===== config.mk =====
export PLATFORM = sky130hd
export DESIGN_NAME = seq_div_32_flat
export DESIGN_NICKNAME = d
export VERILOG_FILES = /design/src/rtl/seq_div_32_if.sv /design/src/rtl/seq_div_32.sv /design/src/flat_wrapper.sv
export SDC_FILE = /design/constraint.sdc
export NUM_CORES = 1
export LEC_CHECK = 0
export CAP_MARGIN = 20
export CORE_ASPECT_RATIO = 1.1
export CORE_MARGIN = 3
export CORE_UTILIZATION = 49
export CTS_CLUSTER_SIZE = 8
export DETAILED_ROUTE_END_ITERATION = 8
export PLACE_DENSITY = 0.77
export SLEW_MARGIN = 20
export SYNTH_ARGS = -nofsm -noshare
export SYNTH_HDL_FRONTEND = slang
export SYNTH_SLANG_ARGS = --single-unit

===== constraint.sdc =====
create_clock -name clk -period 3.1 [get_ports clk]
set_input_delay 0.62 -clock clk [delete_from_list [all_inputs] [get_ports clk]]
set_output_delay 0.62 -clock clk [all_outputs]
set_load 0.005 [all_outputs]

===== src/rtl/seq_div_32_if.sv =====
// seq_div_32_if: request/result handshake bundle for the 32-bit sequential divider.
// master drives requests and consumes results; slave is the divider itself.
interface seq_div_32_if;
  logic        start_valid;
  logic        start_ready;
  logic [31:0] dividend;
  logic [31:0] divisor;
  logic        is_signed;
  logic        out_valid;
  logic        out_ready;
  logic [31:0] quotient;
  logic [31:0] remainder;
  logic        div_by_zero;
  logic        OF;

  modport master (
    output start_valid, dividend, divisor, is_signed, out_ready,
    input  start_ready, out_valid, quotient, remainder, div_by_zero, OF
  );

  modport slave (
    input  start_valid, dividend, divisor, is_signed, out_ready,
    output start_ready, out_valid, quotient, remainder, div_by_zero, OF
  );
endinterface


===== src/rtl/seq_div_32.sv =====
// seq_div_32: 32-bit restoring shift-subtract divider, one quotient bit per cycle.
// Result appears 32 cycles after accept; divide-by-zero short-circuits to DONE.
// Signed (two's-complement) support is compiled in only when SEQ_DIV_SIGNED_EN
// is defined; otherwise is_signed is ignored and OF is always 0.
module seq_div_32 (
  input  logic         clk,
  input  logic         rst_n,
  seq_div_32_if.slave  bus
);

  typedef enum logic [1:0] {IDLE, BUSY, DONE} state_t;

  state_t      state_reg;
  logic [4:0]  count_reg;
  logic        start_ready_reg;
  logic        out_valid_reg;
  logic [31:0] quotient_reg;
  logic [31:0] remainder_reg;
  logic        dz_reg;
  logic        of_reg;

  // Datapath: quo_reg starts as the dividend magnitude and has quotient bits
  // shifted in from the bottom while dividend bits leave from the top.
  logic [31:0] quo_reg;
  logic [31:0] rem_reg;
  logic [31:0] dvs_reg;
  logic        neg_q_reg;
  logic        neg_r_reg;
  logic        of_pend_reg;

  logic        accept;
  logic        op_signed;
  logic        a_neg;
  logic        b_neg;
  logic [31:0] a_mag;
  logic [31:0] b_mag;
  logic        is_ovf;

  logic [32:0] rem_shift;
  logic [32:0] rem_sub;
  logic        q_bit;
  logic [31:0] rem_step;
  logic [31:0] quo_step;
  logic [31:0] final_q;
  logic [31:0] final_r;

`ifdef SEQ_DIV_SIGNED_EN
  assign op_signed = bus.is_signed;
`else
  logic unused_is_signed;
  assign unused_is_signed = bus.is_signed;
  assign op_signed        = 1'b0;
`endif

  assign accept = start_ready_reg & bus.start_valid;

  // Operand conditioning: divide magnitudes, remember which results to negate.
  assign a_neg  = op_signed & bus.dividend[31];
  assign b_neg  = op_signed & bus.divisor[31];
  assign a_mag  = a_neg ? (~bus.dividend + 32'd1) : bus.dividend;
  assign b_mag  = b_neg ? (~bus.divisor + 32'd1) : bus.divisor;
  assign is_ovf = op_signed && (bus.dividend == 32'h8000_0000) &&
                  (bus.divisor == 32'hFFFF_FFFF);

  // One restoring step: the 33-bit shifted partial remainder is compared with the
  // divisor via the borrow of a 33-bit subtract (bit 32 set means it was smaller).
  assign rem_shift = {rem_reg, quo_reg[31]};
  assign rem_sub   = rem_shift - {1'b0, dvs_reg};
  assign q_bit     = ~rem_sub[32];
  assign rem_step  = q_bit ? rem_sub[31:0] : rem_shift[31:0];
  assign quo_step  = {quo_reg[30:0], q_bit};
  assign final_q   = neg_q_reg ? (~quo_step + 32'd1) : quo_step;
  assign final_r   = neg_r_reg ? (~rem_step + 32'd1) : rem_step;

  // Control FSM with registered handshake and result outputs.
  always_ff @(posedge clk) begin
    if (!rst_n) begin
      state_reg       <= IDLE;
      count_reg       <= 5'd0;
      start_ready_reg <= 1'b1;
      out_valid_reg   <= 1'b0;
      quotient_reg    <= 32'd0;
      remainder_reg   <= 32'd0;
      dz_reg          <= 1'b0;
      of_reg          <= 1'b0;
    end else begin
      case (state_reg)
        IDLE: begin
          if (accept) begin
            start_ready_reg <= 1'b0;
            if (bus.divisor == 32'd0) begin
              state_reg     <= DONE;
              out_valid_reg <= 1'b1;
              quotient_reg  <= 32'hFFFF_FFFF;
              remainder_reg <= bus.dividend;
              dz_reg        <= 1'b1;
              of_reg        <= 1'b0;
            end else begin
              state_reg <= BUSY;
              count_reg <= 5'd0;
            end
          end
        end
        BUSY: begin
          count_reg <= count_reg + 5'd1;
          if (count_reg == 5'd31) begin
            state_reg     <= DONE;
            out_valid_reg <= 1'b1;
            quotient_reg  <= final_q;
            remainder_reg <= final_r;
            dz_reg        <= 1'b0;
            of_reg        <= of_pend_reg;
          end
        end
        DONE: begin
          if (bus.out_ready) begin
            state_reg       <= IDLE;
            out_valid_reg   <= 1'b0;
            start_ready_reg <= 1'b1;
          end
        end
        default: begin
          state_reg       <= IDLE;
          out_valid_reg   <= 1'b0;
          start_ready_reg <= 1'b1;
        end
      endcase
    end
  end

  // Datapath: capture operands on accept, then one shift-subtract step per BUSY cycle.
  always_ff @(posedge clk) begin
    if (state_reg == IDLE && accept) begin
      quo_reg     <= a_mag;
      rem_reg     <= 32'd0;
      dvs_reg     <= b_mag;
      neg_q_reg   <= a_neg ^ b_neg;
      neg_r_reg   <= a_neg;
      of_pend_reg <= is_ovf;
    end else if (state_reg == BUSY) begin
      quo_reg <= quo_step;
      rem_reg <= rem_step;
    end
  end

  assign bus.start_ready = start_ready_reg;
  assign bus.out_valid   = out_valid_reg;
  assign bus.quotient    = quotient_reg;
  assign bus.remainder   = remainder_reg;
  assign bus.div_by_zero = dz_reg;
  assign bus.OF          = of_reg;

endmodule


===== src/flat_wrapper.sv =====
// flat-port wrapper written by rule: the top's interface ports become plain ports
module seq_div_32_flat 
  (clk, rst_n, bus_start_valid, bus_dividend, bus_divisor, bus_is_signed, bus_out_ready, bus_start_ready, bus_out_valid, bus_quotient, bus_remainder, bus_div_by_zero, bus_OF);
  seq_div_32_if bus_i ();
  input  logic clk;
  input  logic rst_n;
  input wire logic [$bits(bus_i.start_valid)-1:0] bus_start_valid;
  input wire logic [$bits(bus_i.dividend)-1:0] bus_dividend;
  input wire logic [$bits(bus_i.divisor)-1:0] bus_divisor;
  input wire logic [$bits(bus_i.is_signed)-1:0] bus_is_signed;
  input wire logic [$bits(bus_i.out_ready)-1:0] bus_out_ready;
  output wire logic [$bits(bus_i.start_ready)-1:0] bus_start_ready;
  output wire logic [$bits(bus_i.out_valid)-1:0] bus_out_valid;
  output wire logic [$bits(bus_i.quotient)-1:0] bus_quotient;
  output wire logic [$bits(bus_i.remainder)-1:0] bus_remainder;
  output wire logic [$bits(bus_i.div_by_zero)-1:0] bus_div_by_zero;
  output wire logic [$bits(bus_i.OF)-1:0] bus_OF;
  assign bus_i.start_valid = bus_start_valid;
  assign bus_i.dividend = bus_dividend;
  assign bus_i.divisor = bus_divisor;
  assign bus_i.is_signed = bus_is_signed;
  assign bus_i.out_ready = bus_out_ready;
  assign bus_start_ready = bus_i.start_ready;
  assign bus_out_valid = bus_i.out_valid;
  assign bus_quotient = bus_i.quotient;
  assign bus_remainder = bus_i.remainder;
  assign bus_div_by_zero = bus_i.div_by_zero;
  assign bus_OF = bus_i.OF;
  seq_div_32 u_core (.clk(clk), .rst_n(rst_n), .bus(bus_i));
endmodule

==> flow_summary.yaml <==
status:
  status: "finished, violations left"
  failed_checks: "setup timing"
detailed_routing:
  wl_per_cell_um: 18.7
  antenna_left: 0
  drt_iter0_markers: 766
  viasPerCell: 5.82
  dr.pass1.iters: 5
  vias: 8154
  routed_wl_mm: 26.2
  route.detailed.drc: 0
synth:
  syn_area_per_cell_um2: 8.79
  synth_area_mm2: 0.00855
  ys_seq_elements: 170
  syn_nets: 1076
  yosysSeqAreaShare: 0.473
  synth_area_leaders: "dfxtp_1, edfxtp_1, nand2_1"
  synth_top_cell_by_area: "dfxtp_1"
  yosys_warnings: 0
  yosys-top-cells-count: "nand2_1, dfxtp_1, a21oi_1"
  synth.top_cell.area_share: 0.248
  yosysMostFrequentCell: "nand2_1"
  yosysUniqueCellTypes: 64
  synth_async_sr_flop_share: 0
  ys.flop_type: "dfxtp_1"
  synth_edf_count: 64
  syn_inst: 972
pwr:
  comb_power_share: 0.442
  p_sw_w: 0.00352
  p_per_area_mw_per_mm2: 792
  p_int_w: 0.00588
  p_leak_nw: 4.63
  total_power_w: 0.00941
  p_clk_frac: 0.247
  seqPwrFrac: 0.311
  sw_frac_of_total: 0.375
  ir_drop_v: 0.000520
floorplanning:
  die-area_mm2: 0.0191
  core_region_area_mm2: 0.0171
  rows: 50
  initial_utilization: 0.501
  fp.dieH_um: 145
  io_pins: 137
  fp.dieW_um: 132
clock_network:
  cts_root_buf: "clkbuf_16"
  cts_inserted_buffers: 17
  cts_hold_buffers: 0
  clockBufferDepth: 2
  cts_max_level: 4
  path_clk_slew_ns: 0.07
  clock_sinks: 170
  worstSkewPairLatency_ns: 0.44
  cts_tree: "yes"
timing:
  hold_slack_ns: 0.496
  period_share: 1.11
  slew_violations: 0
  fin_ws_ns: -0.330
  timing.fmax_mhz: 292
  fin_crit_ns: 3.43
  rsz0062_at_grt: "yes"
  setup_viol: 65
  relSlewSlack: 0.478
  worst_pin_slew_ns: 0.783
  final_hold_viol_count: 0
  skew_ns: 0.00987
placement:
  hpwl_mm: 17.0
  port_buffers: 134
  pre_cts_ws_ns: -0.292
  gp_congestion: 0.932
global_routing:
  grt_pass1_vias: 7705
  grt_max_degree: 46
  grt_use_total: 0.255
  antenna_found_initial: 0
  grt_pass1_wl_mm: 39.0
  grt-ovfl-total: 0
cells_and_area:
  synthToLayoutAreaGrowth_pct: 38.9
  drive_above_1_share: 0.159
  multi_input_area_mm2: 0.00448
  final_nets: 1257
  antenna_cells: 0
  nFillCells: 1295
  area.sequential_mm2: 0.00404
worst_setup_path:
  cp-startpoint: "u_core.dvs_reg[0]$_DFFE_PP_"
  critPathLaunchType: "flip-flop"
  cp.required_ns: 3.46
  arrival_ns: 3.79
  r2r-start: "u_core.dvs_reg[0]$_DFFE_PP_"
  end_kind: "flip-flop"
  critPathMaxFanout: 6
  critPathKind: "flip-flop to flip-flop"
job:
  maxCapViolCount: 0
worst_hold_path:
  holdCritPathClass: "flip-flop to flip-flop"
  min-delay-start: "u_core.bus.quotient[12]$_SDFFE_PN0P_"
metal layers:
metal	vias to the layer above	wire, um	global-route usage
met5	-	0	0
met4	0	889	0.0873
met3	78	1890	0.0466
met2	414	12700	0.441
met1	3858	10700	0.326
li1	3804	-	-
timing repair:
| action | in CTS | in global routing |
|---|---|---|
| cloned | 3 | 2 |
| gates resized for setup | 60 | 57 |
| setup buffers | 2 | 14 |
| endpoints found under the setup margin | 66 | 66 |
| pin swaps | 16 | 23 |
critical path: stages (launching register included):
cell,delay (ns)
edfxtp_1,0.44
ha_4,0.21
fa_2,0.35
nand2b_4,0.16
a21oi_4,0.18
o311ai_4,0.13
a211o_1,0.30
a2111o_1,0.43
a21o_4,0.29
buf_12,0.15
buf_6,0.12
a21oi_1,0.25
o21ai_1,0.16
a21oi_1,0.18
path summary, 6_finish.rpt:
check | end | cells after the start | slack (ns)
setup / recovery | u_core.bus.remainder[3]$_SDFFE_PN0P_ | 13 | -0.33
hold reg to reg | u_core.bus.quotient[12]$_SDFFE_PN0P_ | 2 | 0.50
hold / removal | u_core.bus.quotient[12]$_SDFFE_PN0P_ | 2 | 0.50
setup reg to reg | u_core.bus.remainder[3]$_SDFFE_PN0P_ | 13 | -0.33
power groups by stage:
stage	Combinational, W	Sequential [W]	Clock (W)
CTS	0.00332	0.00287	0.00232
detailed placement	0.00288	0.00289	0
global route	0.00443	0.00293	0.00243
finish	0.00416	0.00292	0.00233
global placement	0.00284	0.00288	0
floorplan	0.00205	0.00280	0
final cells by class:
type,instances,share of cell area
flip-flops and latches,170,0.341
clock inverters,15,0.0176
inverters,56,0.0177
well taps,234,0.0247
repair buffers,222,0.186
clock buffers,17,0.0358
multi-input cells,686,0.377
cell usage in the layout, fill, tap and decap left out, drive strengths merged, types with 4 or more instances in the layout:
| cell type | n |
|---|---|
| a31oi | 6 |
| and3 | 7 |
| o211ai | 9 |
| ha | 34 |
| mux2i | 11 |
| a21oi | 88 |
| nand2b | 10 |
| inv | 64 |
| a21boi | 5 |
| and2 | 4 |
| xnor2 | 12 |
| nor2b | 7 |
| nor3b | 31 |
| a21o | 11 |
| xor2 | 18 |
| a32oi | 9 |
| nand2 | 151 |
| nand3 | 12 |
| buf | 87 |
| o21ai | 88 |
| a22o | 5 |
| o22ai | 4 |
| bufinv | 4 |
| nand4 | 5 |
| nor3 | 52 |
| edfxtp | 64 |
| nor4 | 13 |
| clkdlybuf4s50 | 133 |
| or3 | 4 |
| nor2 | 56 |
| clkbuf | 18 |
| dfxtp | 106 |
metrics by stage:
stage | util | cell area (um^2) | setup TNS [ns] | cells
6_report | 0.695 | 11900 | -9.74 | 1400
3_5_place_dp | 0.617 | 10500 | -12.85 | 1347
3_3_place_gp | 0.617 | 10500 | -11.68 | 1347
5_1_grt | 0.695 | 11900 | -13.30 | 1400
2_1_floorplan | - | 8560 | 0 | 972
4_1_cts | 0.670 | 11400 | -3.20 | 1384
cells by family after synthesis:
| group | count (synthesis) | share of synthesized area |
|---|---|---|
| AO/OA/AOI/OAI | 251 | 0.173 |
| XOR/XNOR | 30 | 0.0307 |
| adder cells (fa/ha/maj) | 35 | 0.0521 |
| buffers and inverters | 117 | 0.0558 |
| flip-flops | 170 | 0.473 |
| multiplexers | 12 | 0.0142 |
| other | 1 | 0.000439 |
| AND/OR/NAND/NOR | 356 | 0.201 |
Power figures use the tool's default switching activity.
